File: config.mk
export PLATFORM = sky130hd
export DESIGN_NAME = bocks_video_gen
export DESIGN_NICKNAME = d
export VERILOG_FILES = /design/src/rtl/bocks_video_pkg.sv /design/src/rtl/bocks_palette.sv /design/src/rtl/bocks_video_gen.sv
export SDC_FILE = /design/constraint.sdc
export NUM_CORES = 1
export LEC_CHECK = 0
export BUFFER_PORTS_ARGS = -buffer_cell sky130_fd_sc_hd__buf_4
export CAP_MARGIN = 0
export CORE_MARGIN = 5
export CORE_UTILIZATION = 35
export CTS_CLUSTER_DIAMETER = 120
export DETAILED_ROUTE_END_ITERATION = 8
export GPL_ROUTABILITY_DRIVEN = 0
export PLACE_DENSITY = 0.55
export REMOVE_ABC_BUFFERS = 1
export SLEW_MARGIN = 15
export SYNTH_ARGS = -nofsm -noshare
export SYNTH_HDL_FRONTEND = slang
export SYNTH_SLANG_ARGS = --single-unit
File: constraint.sdc
create_clock -name pclk -period 4.6 [get_ports pclk]
set_input_delay 0.46 -clock pclk [delete_from_list [all_inputs] [get_ports pclk]]
set_output_delay 0.46 -clock pclk [all_outputs]
set_load 0.02 [all_outputs]
File: src/rtl/bocks_video_pkg.sv
// Shared types and constants for the bocks test-pattern video generator.
// Latency: none (declarations only).
// Backpressure: none (declarations only).
package bocks_video_pkg;

  typedef enum logic [1:0] {
    MODE_CHECKER = 2'd0,
    MODE_BARS    = 2'd1,
    MODE_SOLID   = 2'd2,
    MODE_PALETTE = 2'd3
  } mode_e;

  // 640x480 @ 60 Hz style default timing
  localparam int DEF_H_ACTIVE = 640;
  localparam int DEF_H_FP     = 16;
  localparam int DEF_H_SYNC   = 96;
  localparam int DEF_H_BP     = 48;
  localparam int DEF_V_ACTIVE = 480;
  localparam int DEF_V_FP     = 10;
  localparam int DEF_V_SYNC   = 2;
  localparam int DEF_V_BP     = 33;

  localparam int PAL_DEPTH = 16;
  localparam int PAL_AW    = $clog2(PAL_DEPTH);
  localparam int PAL_BYTES = PAL_DEPTH * 3;

  // Element [0] is the leftmost bar: white, yellow, cyan, green, magenta, red, blue, black
  localparam logic [7:0][23:0] BAR_COLOURS = {
    24'h000000, 24'h0000FF, 24'hFF0000, 24'hFF00FF,
    24'h00FF00, 24'h00FFFF, 24'hFFFF00, 24'hFFFFFF
  };

  function automatic logic [23:0] bar_colour(input logic [2:0] idx);
    return BAR_COLOURS[idx];
  endfunction

endpackage

File: src/rtl/bocks_palette.sv
// 16-entry x 24-bit palette with a flat byte-write port (3 bytes per entry, R/G/B).
// Latency: write lands on the clock edge; read is combinational from the stored entries.
// Backpressure: none; writes are always accepted, addresses beyond the table are dropped.
module bocks_palette
  import bocks_video_pkg::*;
(
  input  logic              clk_i,
  input  logic              rst_ni,
  input  logic              wr_i,
  input  logic [26:0]       addr_i,
  input  logic [7:0]        dat_i,
  input  logic [PAL_AW-1:0] rd_idx_i,
  output logic [23:0]       rd_dat_o
);

  logic [23:0]       pal_q [PAL_DEPTH];
  logic              wr_hit;
  logic [5:0]        wr_byte;
  logic [PAL_AW-1:0] wr_entry;
  logic [1:0]        wr_comp;

  // Decode the flat byte address into entry index and colour component.
  always_comb begin
    wr_byte  = addr_i[5:0];
    wr_hit   = wr_i && (addr_i < 27'(PAL_BYTES));
    wr_entry = 4'(wr_byte / 6'd3);
    wr_comp  = 2'(wr_byte % 6'd3);
  end

  // Register file: cleared by reset, one byte lane written per cycle.
  always_ff @(posedge clk_i) begin
    if (!rst_ni) begin
      for (int i = 0; i < PAL_DEPTH; i++) pal_q[i] <= '0;
    end else if (wr_hit) begin
      case (wr_comp)
        2'd0:    pal_q[wr_entry][23:16] <= dat_i;
        2'd1:    pal_q[wr_entry][15:8]  <= dat_i;
        default: pal_q[wr_entry][7:0]   <= dat_i;
      endcase
    end
  end

  // Reading the stored array means a same-cycle write is seen one cycle later.
  assign rd_dat_o = pal_q[rd_idx_i];

endmodule

File: src/rtl/bocks_video_gen.sv
// Video timing + test-pattern generator (checker, bars, solid, palette cells).
// Latency: every output is registered one ce_pix after the h/v counters it reflects.
// Backpressure: none; ce_pix=0 freezes counters and outputs, palette writes still land.
module bocks_video_gen
  import bocks_video_pkg::*;
#(
  parameter int H_ACTIVE = DEF_H_ACTIVE,  // must be a multiple of 8 for the bars
  parameter int H_FP     = DEF_H_FP,
  parameter int H_SYNC   = DEF_H_SYNC,
  parameter int H_BP     = DEF_H_BP,
  parameter int V_ACTIVE = DEF_V_ACTIVE,
  parameter int V_FP     = DEF_V_FP,
  parameter int V_SYNC   = DEF_V_SYNC,
  parameter int V_BP     = DEF_V_BP,
  parameter bit HS_POL   = 1'b0,
  parameter bit VS_POL   = 1'b0,
  parameter int SQ_LOG2  = 5
) (
  input  logic        pclk,
  input  logic        reset_n,
  input  logic        ce_pix,
  input  logic [1:0]  mode,
  input  logic        ioctl_wr,
  input  logic [26:0] ioctl_addr,
  input  logic [7:0]  ioctl_dout,
  output logic        hs,
  output logic        vs,
  output logic        de,
  output logic        hblank,
  output logic        vblank,
  output logic [7:0]  r,
  output logic [7:0]  g,
  output logic [7:0]  b,
  output logic [11:0] x,
  output logic [11:0] y,
  output logic        frame_start
);

  localparam int          H_TOTAL = H_ACTIVE + H_FP + H_SYNC + H_BP;
  localparam int          V_TOTAL = V_ACTIVE + V_FP + V_SYNC + V_BP;
  localparam logic [11:0] H_LAST  = 12'(H_TOTAL - 1);
  localparam logic [11:0] V_LAST  = 12'(V_TOTAL - 1);
  localparam logic [11:0] H_ACT_W = 12'(H_ACTIVE);
  localparam logic [11:0] V_ACT_W = 12'(V_ACTIVE);
  localparam logic [11:0] HS_BEG  = 12'(H_ACTIVE + H_FP);
  localparam logic [11:0] HS_END  = 12'(H_ACTIVE + H_FP + H_SYNC);
  localparam logic [11:0] VS_BEG  = 12'(V_ACTIVE + V_FP);
  localparam logic [11:0] VS_END  = 12'(V_ACTIVE + V_FP + V_SYNC);
  localparam logic [11:0] BAR_W   = 12'(H_ACTIVE / 8);

  logic [11:0] h_cnt_q, h_cnt_d, v_cnt_q, v_cnt_d;
  mode_e       mode_q, mode_eff;
  logic        frame_first, h_act, v_act, in_hs, in_vs;
  logic [11:0] cell_x, cell_y;
  logic [2:0]  bar_idx;
  logic [3:0]  pal_rd_idx;
  logic [23:0] pal_rd_dat, pix_rgb;

  logic        hs_q, vs_q, de_q, hblank_q, vblank_q, fs_q;
  logic [23:0] rgb_q;
  logic [11:0] x_q, y_q;

  bocks_palette u_palette (
    .clk_i    (pclk),
    .rst_ni   (reset_n),
    .wr_i     (ioctl_wr),
    .addr_i   (ioctl_addr),
    .dat_i    (ioctl_dout),
    .rd_idx_i (pal_rd_idx),
    .rd_dat_o (pal_rd_dat)
  );

  // Counter advance, region decode and pattern colour for the pixel at (h_cnt, v_cnt).
  always_comb begin
    frame_first = (h_cnt_q == '0) && (v_cnt_q == '0);
    // Pixel (0,0) already uses the freshly sampled mode so a whole frame shares one mode.
    mode_eff    = frame_first ? mode_e'(mode) : mode_q;
    h_act       = h_cnt_q < H_ACT_W;
    v_act       = v_cnt_q < V_ACT_W;
    in_hs       = (h_cnt_q >= HS_BEG) && (h_cnt_q < HS_END);
    in_vs       = (v_cnt_q >= VS_BEG) && (v_cnt_q < VS_END);
    cell_x      = h_cnt_q >> SQ_LOG2;
    cell_y      = v_cnt_q >> SQ_LOG2;
    bar_idx     = 3'(h_cnt_q / BAR_W);
    pal_rd_idx  = (mode_eff == MODE_SOLID) ? 4'd0 : 4'(cell_x + cell_y);

    case (mode_eff)
      MODE_CHECKER: pix_rgb = (cell_x[0] ^ cell_y[0]) ? 24'h000000 : 24'hFFFFFF;
      MODE_BARS:    pix_rgb = bar_colour(bar_idx);
      default:      pix_rgb = pal_rd_dat;
    endcase

    h_cnt_d = (h_cnt_q == H_LAST) ? '0 : h_cnt_q + 12'd1;
    v_cnt_d = v_cnt_q;
    if (h_cnt_q == H_LAST) v_cnt_d = (v_cnt_q == V_LAST) ? '0 : v_cnt_q + 12'd1;
  end

  // Raster counters and per-frame mode latch.
  always_ff @(posedge pclk) begin
    if (!reset_n) begin
      h_cnt_q <= '0;
      v_cnt_q <= '0;
      mode_q  <= MODE_CHECKER;
    end else if (ce_pix) begin
      h_cnt_q <= h_cnt_d;
      v_cnt_q <= v_cnt_d;
      if (frame_first) mode_q <= mode_e'(mode);
    end
  end

  // Output register stage: all video outputs move together on ce_pix.
  always_ff @(posedge pclk) begin
    if (!reset_n) begin
      hs_q     <= ~HS_POL;
      vs_q     <= ~VS_POL;
      de_q     <= 1'b0;
      hblank_q <= 1'b1;
      vblank_q <= 1'b1;
      rgb_q    <= '0;
      x_q      <= '0;
      y_q      <= '0;
      fs_q     <= 1'b0;
    end else if (ce_pix) begin
      hs_q     <= in_hs ? HS_POL : ~HS_POL;
      vs_q     <= in_vs ? VS_POL : ~VS_POL;
      de_q     <= h_act && v_act;
      hblank_q <= !h_act;
      vblank_q <= !v_act;
      rgb_q    <= (h_act && v_act) ? pix_rgb : 24'h000000;
      x_q      <= h_cnt_q;
      y_q      <= v_cnt_q;
      fs_q     <= frame_first;
    end
  end

  assign hs          = hs_q;
  assign vs          = vs_q;
  assign de          = de_q;
  assign hblank      = hblank_q;
  assign vblank      = vblank_q;
  assign r           = rgb_q[23:16];
  assign g           = rgb_q[15:8];
  assign b           = rgb_q[7:0];
  assign x           = x_q;
  assign y           = y_q;
  assign frame_start = fs_q;

endmodule

* Yosys cells after proc, flatten, opt, wreduce, memory -nomap -nowiden
Memories as Yosys holds them, arrays and structs flattened. Cells that the tools add are included.
Storage, ports and cells: memories kept 2, bits in writable memories 384, input port bits 41, bits in registers 80, bits in read-only memories 192, output and inout port bits 54, logic and storage cells 74
Memory list:
- u_palette.pal_q | words 16, width 24, rd ports 1, clocked after memory_dff 0, write ports 16, RTL line bocks_palette.sv:16 | logic [23:0] pal_q [PAL_DEPTH];
- (no name shown) | words 8, width 24, rd ports 1, clocked after memory_dff 0, write ports 0, RTL line bocks_video_pkg.sv:34 | return BAR_COLOURS[idx];
Cells by class: div/mod/pow operators 3, bitwise logic cells 1, reduce and logical (&&, ||, !) cells 14, equal/unequal tests 5, multiplexer cells 26, order comparisons 8, add/subtract/negate cells 3
Operator list (count):
- 2-to-1 mux 24 bit | 4
- one-hot mux 24 bit (2 select lines) | 1
- less-than comparator 27 x 6 -> 1 bit (second input constant) | 1
- adder 12 x 1 -> 12 bit (second input constant) | 2
- == test 12 x 10 -> 1 bit (second input constant) | 2
- zero test 12 bit | 2
- less-than comparator 12 x 10 -> 1 bit (second input constant) | 2
- less-than comparator 12 x 9 -> 1 bit (second input constant) | 2
- 2-to-1 mux 12 bit | 2
- OR reduction 24 bit | 1
- 2-to-1 mux 1 bit | 15
- divider 12 x 7 -> 12 bit (second input constant) | 1
- greater-or-equal comparator 12 x 10 -> 1 bit (second input constant) | 1
- greater-or-equal comparator 12 x 9 -> 1 bit (second input constant) | 1
- 2-to-1 mux 4 bit | 2
- divider 6 x 2 -> 6 bit (second input constant) | 1
- modulo 6 x 2 -> 6 bit (second input constant) | 1
- logical AND 1 bit | 5
- adder 4 bit | 1
- == test 2 x 1 -> 1 bit (second input constant) | 2
- zero test 2 bit | 2
- less-than comparator 3 x 4 -> 1 bit (second input constant) | 1
- 2-to-1 mux 3 bit | 1
- == test 2 bit (second input constant) | 1
- 5 further kinds | 6

* Longest topological paths before layout
Gate-level depths: netlist (run 1).
depth after elaboration 9, depth in mapped cells 20

* By module
Synthesis (run 1) repeated with hierarchy kept, for this count alone.
Second synthesis, totals: cell total of the unflattened synthesis 1699, area, all modules 22230.1 um^2
Modules (own cells, without submodules):
- bocks_palette | area each 18373.9 um^2, times used 1, cells each 1246
- bocks_video_gen | area each 3856.2 um^2, times used 1, cells each 453

* Least setup slack after synthesis (run 1)
No wires, ideal clock.
path kind input port to flip-flop, start point input ioctl_addr[5], end point memory u_palette.pal_q[5][16], enable pin, stages 19, path slack -0.180 ns, data required time 4.213 ns, arrival time 4.394 ns, library setup time 0.387 ns, path through clkbuf_1 mux2_2 mux2i_1 ha_1 inv_1 o221ai_1 a31oi_1 a21oi_2 inv_1 ha_1 a41o_1 nor2_1 o211ai_1 o21ba_2 clkbuf_1 nand3_1 and2_1 clkbuf_1 o31ai_1
RTL lines:
- from (decl) | RTL line bocks_video_gen.sv:24 | input logic [26:0] ioctl_addr,
- to (decl) | RTL line bocks_palette.sv:16

==> impl_metrics.ini, run 1 <==
[sta]
post-route-period-util_pct = 88.9
setup_tns_ns = 0
whs_ns = 0.145
max_freq_ghz = 0.244
relSlewSlack_pct = 22.0
drv_slew = 0
final-setup-viol-count = 0
hold_viol = 0
skew_ns = 0.0259
rsz0062_at_grt = false
setup_slack_ns = 0.509
period_needed_ns = 4.09
worst_pin_slew_ns = 1.16

[final_layout]
syn2layout_area_growth_pct = 16.8
layout_commonest_cell = edfxtp_1
final_cell_mix = edfxtp_1, nor2_1, buf_4
fin_util_pct = 41.3
layout.nets = 2108
design_area_mm2 = 0.0255
diodes = 0
drive_gt1_share_pct = 14.9
final_cells = 2935

[synthesis]
synth_compound_area_share_pct = 11.0
synth_cell_types = 85
ys_seq_elements = 464
synth_area_per_cell_um2 = 11.2
synthSimpleGateAreaFrac_pct = 18.8
synthArstFlopShare_pct = 0
synth_xor_area_share_pct = 1.20
synthAdderAreaFrac_pct = 0.608
ys_seq_area_share_pct = 60.2
synth_top_family_by_area = simple AND/OR/NAND/NOR gates
synth_enable_flop_cells = 384
ys.flop_type = edfxtp_1
yosys_warnings = 0
syn_inst = 1947
synthMuxAreaShare_pct = 4.89
syn-cell-area_mm2 = 0.0218

[global_routing]
grt_overflow_total = 0
grtUsageTotal_pct = 19.9
grt_pass1_wl_um = 101000
first_global_vias = 15900
antenna_found_initial = 3
grt_max_degree = 77

[routing]
routed_wl_um = 68700
first_pass_iters = 5
wl_met3_um = 4960
viasPerCell = 5.43
routedWlPerCell_um = 23.4
drc = 0
wirelength_met1_um = 28900
top_layer_used = met5
via_count = 15900
ant_nets = 0
wl_met2_um = 32400
drt_iter0_drc = 1552

[worst_setup_path]
arrival_ns = 4.30
max_stage_delay_ns = 1.03
worstSetupPathType = input pin to flop
worst_ep_required_time_ns = 4.81
start_kind = input pin
cp-end-kind = flop
crit_fanout = 8
crit_path_top_delay_cell = o21ai_0
crit_chain = buf_4, or2_1, mux2_2, mux2i_1, ha_1, inv_1, o221a_2, nor2_1, a21oi_2, inv_1, ha_1, a41o_1, nor2_1, o211ai_1, o21ba_2, nor3_1, nand3_1, o21ai_0
critPathBufInv = 3
cp_top_family = compound AO/OA/AOI/OAI gates

[outcome]
status = completed

[clock_network]
post_cts_buffers = 0
path_clk_slew_ns = 0.06
cts_sinks = 464
insertion_delay_ns = 0.60
cts_max_level = 2
cts_made_buffers = 49
cts_resized = 0
clock_path_buffers = 3
hold_buffers = 0
cts_root_buffer = clkbuf_16
cts_tree = done

[die]
num_rows = 91
fp.dieArea_mm2 = 0.0674
io_pins = 95
die_w_um = 260
start_util_pct = 35.3
coreArea_mm2 = 0.0617
die_y_um = 260

[job]
maxCapViolCount = 0

[pwr]
leakage_nw = 8.72
ir_worst_vdd_v = 0.000238
powerDensity_mw_per_mm2 = 376
design_power_total_mw = 9.59

[worst_hold_path]
hold_class = input pin to flop

[place]
dp_hpwl_um = 47100
pre_cts_slack_ns = -0.0632
portBuffers = 94
post_dp_cell_area_mm2 = 0.0239
dp.cells = 2843
## path summary, 6_finish.rpt
path / to / slack (ns) / cells after the start / startpoint
min reg2reg: rgb_q[7]$_SDFFE_PN0P_ / 0.46 / 2 / rgb_q[7]$_SDFFE_PN0P_
max reg2reg: rgb_q[18]$_SDFFE_PN0P_ / 0.53 / 10 / v_cnt_q[0]$_SDFFE_PN0P_
min: mode_q[0]$_SDFFE_PN0P_ / 0.14 / 3 / mode[0]
max: u_palette.pal_q[7][12]$_SDFFCE_PN0P_ / 0.51 / 18 / ioctl_addr[4]
## cell type report
cell class / instances / area (um2)
Clock buffer: 70 / 1380
Clock inverter: 22 / 243
Fill cell: 5904 / 36200
Inverter: 25 / 93.8
Multi-Input combinational cell: 1312 / 8020
Sequential cell: 464 / 13100
Tap cell: 837 / 1050
Timing Repair Buffer: 205 / 1560
## layer usage
layer  vias up  global-route usage (%)
met1      7879                    26.5
met5         -                       0
met4         2                    6.72
met2       623                    32.7
li1       7297                       -
met3       137                    3.77
## worst register-to-register path, cell delays in order, from the launching register on
cell,delay (ns)
dfxtp_1,0.36
inv_1,0.10
ha_1,0.14
or4b_1,0.54
nor4_1,0.55
and2_1,0.41
or3_2,0.47
buf_4,0.40
a221oi_1,0.16
o311ai_0,0.60
a32o_1,0.27
## power breakdown
part | internal [mW] | switching (mW) | leakage [nW]
clock network | 2.37 | 1.67 | 0.803
registers | 4.74 | 0.0822 | 4.30
logic | 0.245 | 0.486 | 3.63
total | 7.36 | 2.24 | 8.72
## cells in the mapped netlist (all sizes together) (4+ instances only)
| cell type | count | area, um2 |
|---|---|---|
| inv | 24 | 90.1 |
| o221a | 9 | 101 |
| nor2b | 12 | 75.1 |
| buf | 39 | 211 |
| ha | 9 | 113 |
| a221oi | 33 | 295 |
| a31oi | 12 | 75.1 |
| or3 | 12 | 75.1 |
| nand2 | 140 | 526 |
| a21boi | 12 | 93.8 |
| o211ai | 5 | 37.5 |
| mux2 | 4 | 45.0 |
| a211o | 9 | 78.8 |
| a32o | 8 | 80.1 |
| a221o | 22 | 220 |
| nand2b | 26 | 163 |
| o311ai | 8 | 70.1 |
| xnor2 | 13 | 114 |
| dfxtp | 80 | 1600 |
| and2 | 199 | 1240 |
| a21oi | 41 | 209 |
| nor3 | 17 | 110 |
| edfxtp | 384 | 11500 |
| o221ai | 26 | 228 |
| nor2 | 354 | 1330 |
| o22ai | 10 | 62.6 |
| xor2 | 17 | 149 |
| nand3 | 33 | 165 |
| and3 | 9 | 56.3 |
| nor4 | 14 | 103 |
| clkbuf | 107 | 402 |
| o31ai | 5 | 37.5 |
| o41ai | 8 | 70.1 |
| mux2i | 102 | 1020 |
| o21ai | 55 | 279 |
| or2 | 4 | 25.0 |
| a32oi | 8 | 70.1 |
| a22o | 7 | 61.3 |
| a211oi | 8 | 60.1 |
| o2111ai | 9 | 78.8 |
| nand4 | 15 | 93.8 |
## state kept, by name (all words and copies together) (netlist names), 2 cells and up
name	cells
mode_q	2
rgb_q	24
u_palette.pal_q	384
y	12
v_cnt_q	12
h_cnt_q	12
x	12
## kinds of logic (layout without fill, tap and decap cells)
logic type / count (synthesis) / in the layout
simple gates: 849 / 849
flops: 464 / 464
compound gates: 317 / 317
buf+inv: 171 / 322
mux: 106 / 106
xor+xnor: 30 / 30
fa+ha+maj: 10 / 10
No activity file was read; power rests on OpenSTA's default activity.
==> inputs of run 2 (changes only) <==
--- a/config.mk
+++ b/config.mk
@@ -13,6 +13,7 @@
 export DETAILED_ROUTE_END_ITERATION = 8
 export GPL_ROUTABILITY_DRIVEN = 0
 export PLACE_DENSITY = 0.55
+export RECOVER_POWER = 50
 export REMOVE_ABC_BUFFERS = 1
 export SLEW_MARGIN = 15
 export SYNTH_ARGS = -nofsm -noshare
==> constraint.sdc (replaced) <==
create_clock -name pclk -period 4.6 [get_ports pclk]
set_input_delay 0.46 -clock pclk [delete_from_list [all_inputs] [get_ports pclk]]
set_output_delay 0.46 -clock pclk [all_outputs]
set_load 0.1 [all_outputs]
==> run 2 against run 1 <==
- the flow now finishes with violations (capacitance limit, slew limit)
- worst hold slack hardly changed
- cell area is 1.1% lower
- flip-flop and latch count stayed put
- via count is 0.45% lower
- clock power hardly changed
- cell count stayed put
- sequential power hardly changed
- first-iteration DRC count is 5.5% higher
- non-clock buffer count stayed put
- routed wire length is 0.16% lower
- setup slack worse by 0.037 ns
- critical endpoint is now u_palette.pal_q[8][22]$_SDFFCE_PN0P_
==> impl_metrics.ini, run 2 (synthesized netlist as in run 1, its figures left out) <==
[outcome]
status = complete, but fails checks
failed_checks = capacitance limit, slew limit

[worst_setup_path]
worstSetupPathType = input pin to flop
worst_ep_required_time_ns = 4.91
start_kind = input pin
max_stage_delay_ns = 0.39
cp_common_cell = buf_4
arrival_ns = 4.44
crit_fanout = 9
cp-end-kind = flop
crit_path_top_delay_cell = o21ba_1
crit_chain = buf_4, or2_1, mux2_2, mux2i_1, ha_1, inv_1, o221ai_1, a31oi_1, a21oi_2, inv_1, ha_1, a41o_1, nor2_1, o211ai_1, o21ba_1, buf_4, nand2_1, nor4_1, buf_4, nand2b_1, buf_12

[die]
coreArea_mm2 = 0.0617
num_rows = 91
fp.dieArea_mm2 = 0.0674
die_y_um = 260
start_util_pct = 35.3
io_pins = 95
die_w_um = 260

[routing]
ant_nets = 0
viasPerCell = 5.41
drc = 0
drt_iter0_drc = 1638
first_pass_iters = 5
routedWlPerCell_um = 23.4
routed_wl_um = 68600
via_count = 15900

[clock_network]
cts_sinks = 464
cts_resized = 0
hold_buffers = 0
clock_path_buffers = 3
cts_tree = done
insertion_delay_ns = 0.60
cts_max_level = 2
cts_made_buffers = 49
cts_root_buffer = clkbuf_16
path_clk_slew_ns = 0.06
post_cts_buffers = 0

[place]
pre_cts_slack_ns = -0.0632
dp.cells = 2843
portBuffers = 94
post_dp_cell_area_mm2 = 0.0239
dp_hpwl_um = 47100

[final_layout]
fillers = 5967
final_cell_mix = edfxtp_1, nor2_1, nand2_1, and2_1, buf_4
design_area_mm2 = 0.0252
regArea_mm2 = 0.0131
reg_top3 = u_palette.pal_q (384), rgb_q (24)
largest_reg_flops = 384
layout_commonest_cell = edfxtp_1
final_cells = 2935
diodes = 0
layout.nets = 2108
drive_gt1_share_pct = 11.5
multiInputGateArea_mm2 = 0.00802
largest_register = u_palette.pal_q
syn2layout_area_growth_pct = 15.6

[sta]
drv_slew = 39
final-setup-viol-count = 0
hold_viol = 0
setup_slack_ns = 0.472
post-route-period-util_pct = 89.7
worst_pin_slew_ns = 2.27
rsz0062_at_grt = false
max_freq_ghz = 0.242
period_needed_ns = 4.13
skew_ns = 0.0276
relSlewSlack_pct = -51.5

[global_routing]
grt_max_degree = 77
grtUsageTotal_pct = 19.9
first_global_vias = 15900
grt_overflow_total = 0
antenna_found_initial = 3
grt_pass1_wl_um = 101000

[worst_hold_path]
hold_class = input pin to flop

[pwr]
leakage_nw = 8.39
ir_worst_vdd_v = 0.000235
powerDensity_mw_per_mm2 = 386
design_power_total_mw = 9.72

[job]
maxCapViolCount = 1
-- run 2: cell types whose count changed in the layout (fill, tap and decap cells not counted), sizes merged --
cell	previous run	this run
buf	205	131
clkbuf	70	144
-- run 2: worst max-delay path: cells and delay by family --
kind | cells | cell delay (ns)
and+or+nand+nor | 5 | 1.07
AOI/OAI and AO/OA | 6 | 1.09
adders and majority gates | 2 | 0.41
muxes | 2 | 0.53
buffers and inverters | 6 | 0.86
-- run 2: through the flow --
stage	setup TNS [ns]	util [%]	hold slack, ns
after floorplan	-88.92	-	0.486
after global placement	0	38.7	0.458
after detailed placement	-1.19	38.7	0.449
after CTS	0	41.3	0.114
after global routing	0	40.8	0.163
final	0	40.8	0.145
-- run 2: path summary, 6_finish.rpt --
| check | to | slack (ns) | cells after the start | startpoint |
|---|---|---|---|---|
| worst min-delay path | mode_q[0]$_SDFFE_PN0P_ | 0.15 | 3 | mode[0] |
| worst max-delay path | u_palette.pal_q[8][22]$_SDFFCE_PN0P_ | 0.47 | 21 | ioctl_addr[4] |
| worst min register to register | rgb_q[7]$_SDFFE_PN0P_ | 0.46 | 2 | rgb_q[7]$_SDFFE_PN0P_ |
| worst max register to register | rgb_q[20]$_SDFFE_PN0P_ | 0.49 | 11 | v_cnt_q[0]$_SDFFE_PN0P_ |
-- run 2: per-layer routing --
layer  part of all wire [%]  vias to the layer above  global-route usage, %
met5                  0.019                        -                      0
met2                     47                      586                   32.7
met1                     42                     7841                   26.5
met4                    3.6                        2                   6.72
li1                       -                     7294                      -
met3                    7.0                      143                   3.77
-- run 2: cell type report --
| type | instances | share of cell area (%) |
|---|---|---|
| clock buffer | 70 | 5.47 |
| clock inverter | 22 | 0.963 |
| inverter | 25 | 0.372 |
| multi-input combinational | 1312 | 31.8 |
| sequential | 464 | 52.1 |
| tap | 837 | 4.15 |
| timing repair buffer | 205 | 5.12 |
-- run 2: where the power goes --
part	switching (mW)	internal, mW
clock network	1.67	2.37
logic	0.642	0.218
registers	0.0816	4.74
==> inputs of run 3 (changes only) <==
--- a/config.mk
+++ b/config.mk
@@ -18,4 +18,5 @@
 export SLEW_MARGIN = 15
 export SYNTH_ARGS = -nofsm -noshare
 export SYNTH_HDL_FRONTEND = slang
+export SYNTH_HIERARCHICAL = 1
 export SYNTH_SLANG_ARGS = --single-unit
==> run 3 against run 2 <==
- the flow still finishes with violations (capacitance limit, slew limit)
- total power is 1.2% higher
- non-clock buffer count is 18 lower
- clock skew is 0.0013 ns lower
- cell count is 9.7% lower
- maximum frequency is 5.5% lower
- critical path type unchanged
- critical endpoint is now u_palette/pal_q[12][5]$_SDFFCE_PN0P_
- highest routed layer unchanged
==> impl_metrics.ini, run 3 <==
[outcome]
status = complete, but fails checks
failed_checks = capacitance limit, slew limit

[synthesis]
ys_top_cells_by_area = edfxtp_1, mux4_2, and3_1, dfxtp_1, nor2_1
yosys.area.top_type = edfxtp_1
ys_seq_area_share_pct = 59.1
ys_seq_elements = 464
synth_area_per_cell_um2 = 13.1
ys.flop_type = edfxtp_1
yosys_warnings = 6
syn-cell-area_mm2 = 0.0222
syn_inst = 1699
synthArstFlopShare_pct = 0
synth_commonest_cells = edfxtp_1, and3_1, nor2_1, clkbuf_1, mux4_2
synth_cell_types = 83
synth_most_common_cell = edfxtp_1
synth_top_cell_area_share_pct = 51.9
synth_enable_flop_cells = 384

[pwr]
switching_share_pct = 25.7
p_switching_mw = 2.53
internal-power_mw = 7.30
powerDensity_mw_per_mm2 = 387
power_frac_clock_pct = 40.5
ir_worst_vdd_v = 0.000259
p_comb_share_pct = 10.4
design_power_total_mw = 9.83
leakage_nw = 9.31
p_seq_share_pct = 49.0

[die]
io_pins = 95
fp.dieArea_mm2 = 0.0687
die_w_um = 262
die_y_um = 262
num_rows = 92
start_util_pct = 35.3
coreArea_mm2 = 0.0630

[clock_network]
cts_tree = done
cts_sinks = 464
cts_made_buffers = 51
path_clk_slew_ns = 0.06
post_cts_buffers = 0
cts_max_level = 2
insertion_delay_ns = 0.59
hold_buffers = 0
clock_path_buffers = 3
cts_root_buffer = clkbuf_16
cts_resized = 0

[final_layout]
layout.nets = 1817
drive_gt1_share_pct = 18.6
fillers = 5958
largest_reg_flops = 384
layout_commonest_cell = edfxtp_1
final_cell_mix = edfxtp_1, and3_1, nor2_1
fin_util_pct = 40.4
largest_register = u_palette/pal_q
reg_top3 = u_palette/pal_q (384), rgb_q (24)
design_area_mm2 = 0.0254
diodes = 0
syn2layout_area_growth_pct = 14.4
final_cells = 2649

[place]
portBuffers = 94
dp.cells = 2559
dp_hpwl_um = 42100
post_dp_cell_area_mm2 = 0.0242

[job]
maxCapViolCount = 1

[routing]
routed_wl_um = 62800
routedWlPerCell_um = 23.7
drt_iter0_drc = 1448
ant_nets = 0
first_pass_iters = 7
via_count = 14800
drc = 0
viasPerCell = 5.57

[sta]
period_needed_ns = 4.37
hold_viol = 0
final-setup-viol-count = 0
skew_ns = 0.0263
post-route-period-util_pct = 95.0
relSlewSlack_pct = -12.9
worst_pin_slew_ns = 1.69
drv_slew = 39
rsz0062_at_grt = false
max_freq_ghz = 0.229

[global_routing]
antenna_found_initial = 6
grtUsageTotal_pct = 18.0
grt_overflow_total = 0
first_global_vias = 14400
grt_pass1_wl_um = 93000
grt_max_degree = 97

[worst_setup_path]
worstSetupPathType = input pin to flop
worst_ep_required_time_ns = 5.05
arrival_ns = 4.82
crit_fanout = 24
start_kind = input pin
cp-end-kind = flop

[worst_hold_path]
hold_class = input pin to flop
run 3: cell count changes after synthesis, sizes merged, moves of 24 or more:
| cell | previous run | this run |
|---|---|---|
| a221oi | 33 | 1 |
| clkbuf | 107 | 131 |
| and4 | 0 | 33 |
| mux4 | 0 | 120 |
| and2 | 199 | 1 |
| nand2 | 140 | 85 |
| o21ai | 55 | 103 |
| nor2 | 354 | 165 |
| mux2i | 102 | 29 |
| and3 | 9 | 272 |
| o221ai | 26 | 1 |
run 3: power groups by stage:
stage / combinational, mW / clock [mW] / sequential [mW]
floorplan: 0.404 / 0 / 5.07
global placement: 1.04 / 0 / 4.90
detailed placement: 1.06 / 0 / 4.91
CTS: 1.06 / 4.08 / 4.82
global route: 1.09 / 4.24 / 4.83
finish: 1.03 / 3.99 / 4.82
run 3: kinds of logic (layout without fill, tap and decap cells):
| logic type | Yosys count | in the layout | share of synthesized area [%] |
|---|---|---|---|
| mux | 150 | 150 | 13.5 |
| simple gates | 681 | 681 | 17.2 |
| buf+inv | 188 | 292 | 3.34 |
| compound gates | 178 | 178 | 5.14 |
| flops | 464 | 464 | 59.1 |
| xor+xnor | 28 | 28 | 1.10 |
| fa+ha+maj | 10 | 10 | 0.597 |
run 3: worst max-delay path: stages:
cell,delay (ns)
buf_4,0.17
nor3b_1,0.51
o21ai_0,0.21
o21ai_0,0.11
ha_1,0.33
a41oi_1,0.10
nand4_1,0.17
a21oi_1,0.09
ha_1,0.23
a311oi_4,0.61
nor2_1,0.27
clkbuf_1,0.26
nor3_1,0.20
clkbuf_1,0.80
and3_1,0.29
run 3: layout make-up:
| type | instances | area [um2] | share of cell area, % |
|---|---|---|---|
| Timing Repair Buffer | 187 | 1220 | 4.78 |
| Clock inverter | 33 | 312 | 1.22 |
| Multi-Input combinational cell | 1047 | 8360 | 32.9 |
| Inverter | 15 | 56.3 | 0.221 |
| Clock buffer | 57 | 1300 | 5.11 |
| Sequential cell | 464 | 13100 | 51.6 |
| Tap cell | 846 | 1060 | 4.16 |
run 3: metal layers:
metal,part of all wire [%],up-vias,track usage (%)
met5,0.021,-,0
met4,1.9,2,4.11
met3,7.0,90,3.25
met2,48,540,29.5
met1,43,7501,25.1
li1,-,6620,-
run 3: metrics by stage:
stage | setup WS (ns) | TNS, ns | hold slack (ns)
floorplan | -5.43 | -163.81 | 0.492
global placement | -0.224 | -18.89 | 0.440
detailed placement | -0.153 | -10.79 | 0.449
CTS | 0.455 | 0 | 0.120
global route | 0.0670 | 0 | 0.150
finish | 0.231 | 0 | 0.159
run 3: final timing paths:
path                            slack (ns)               startpoint                              endpoint  cells past startpoint
worst max-delay path                  0.23            ioctl_addr[4]  u_palette/pal_q[12][5]$_SDFFCE_PN0P_                     15
worst min-delay path                  0.16                  mode[0]                mode_q[0]$_SDFFE_PN0P_                      3
worst max register to register        0.60  v_cnt_q[9]$_SDFFE_PN0P_                rgb_q[14]$_SDFFE_PN0P_                     11
worst min register to register        0.45    rgb_q[2]$_SDFFE_PN0P_                 rgb_q[2]$_SDFFE_PN0P_                      2
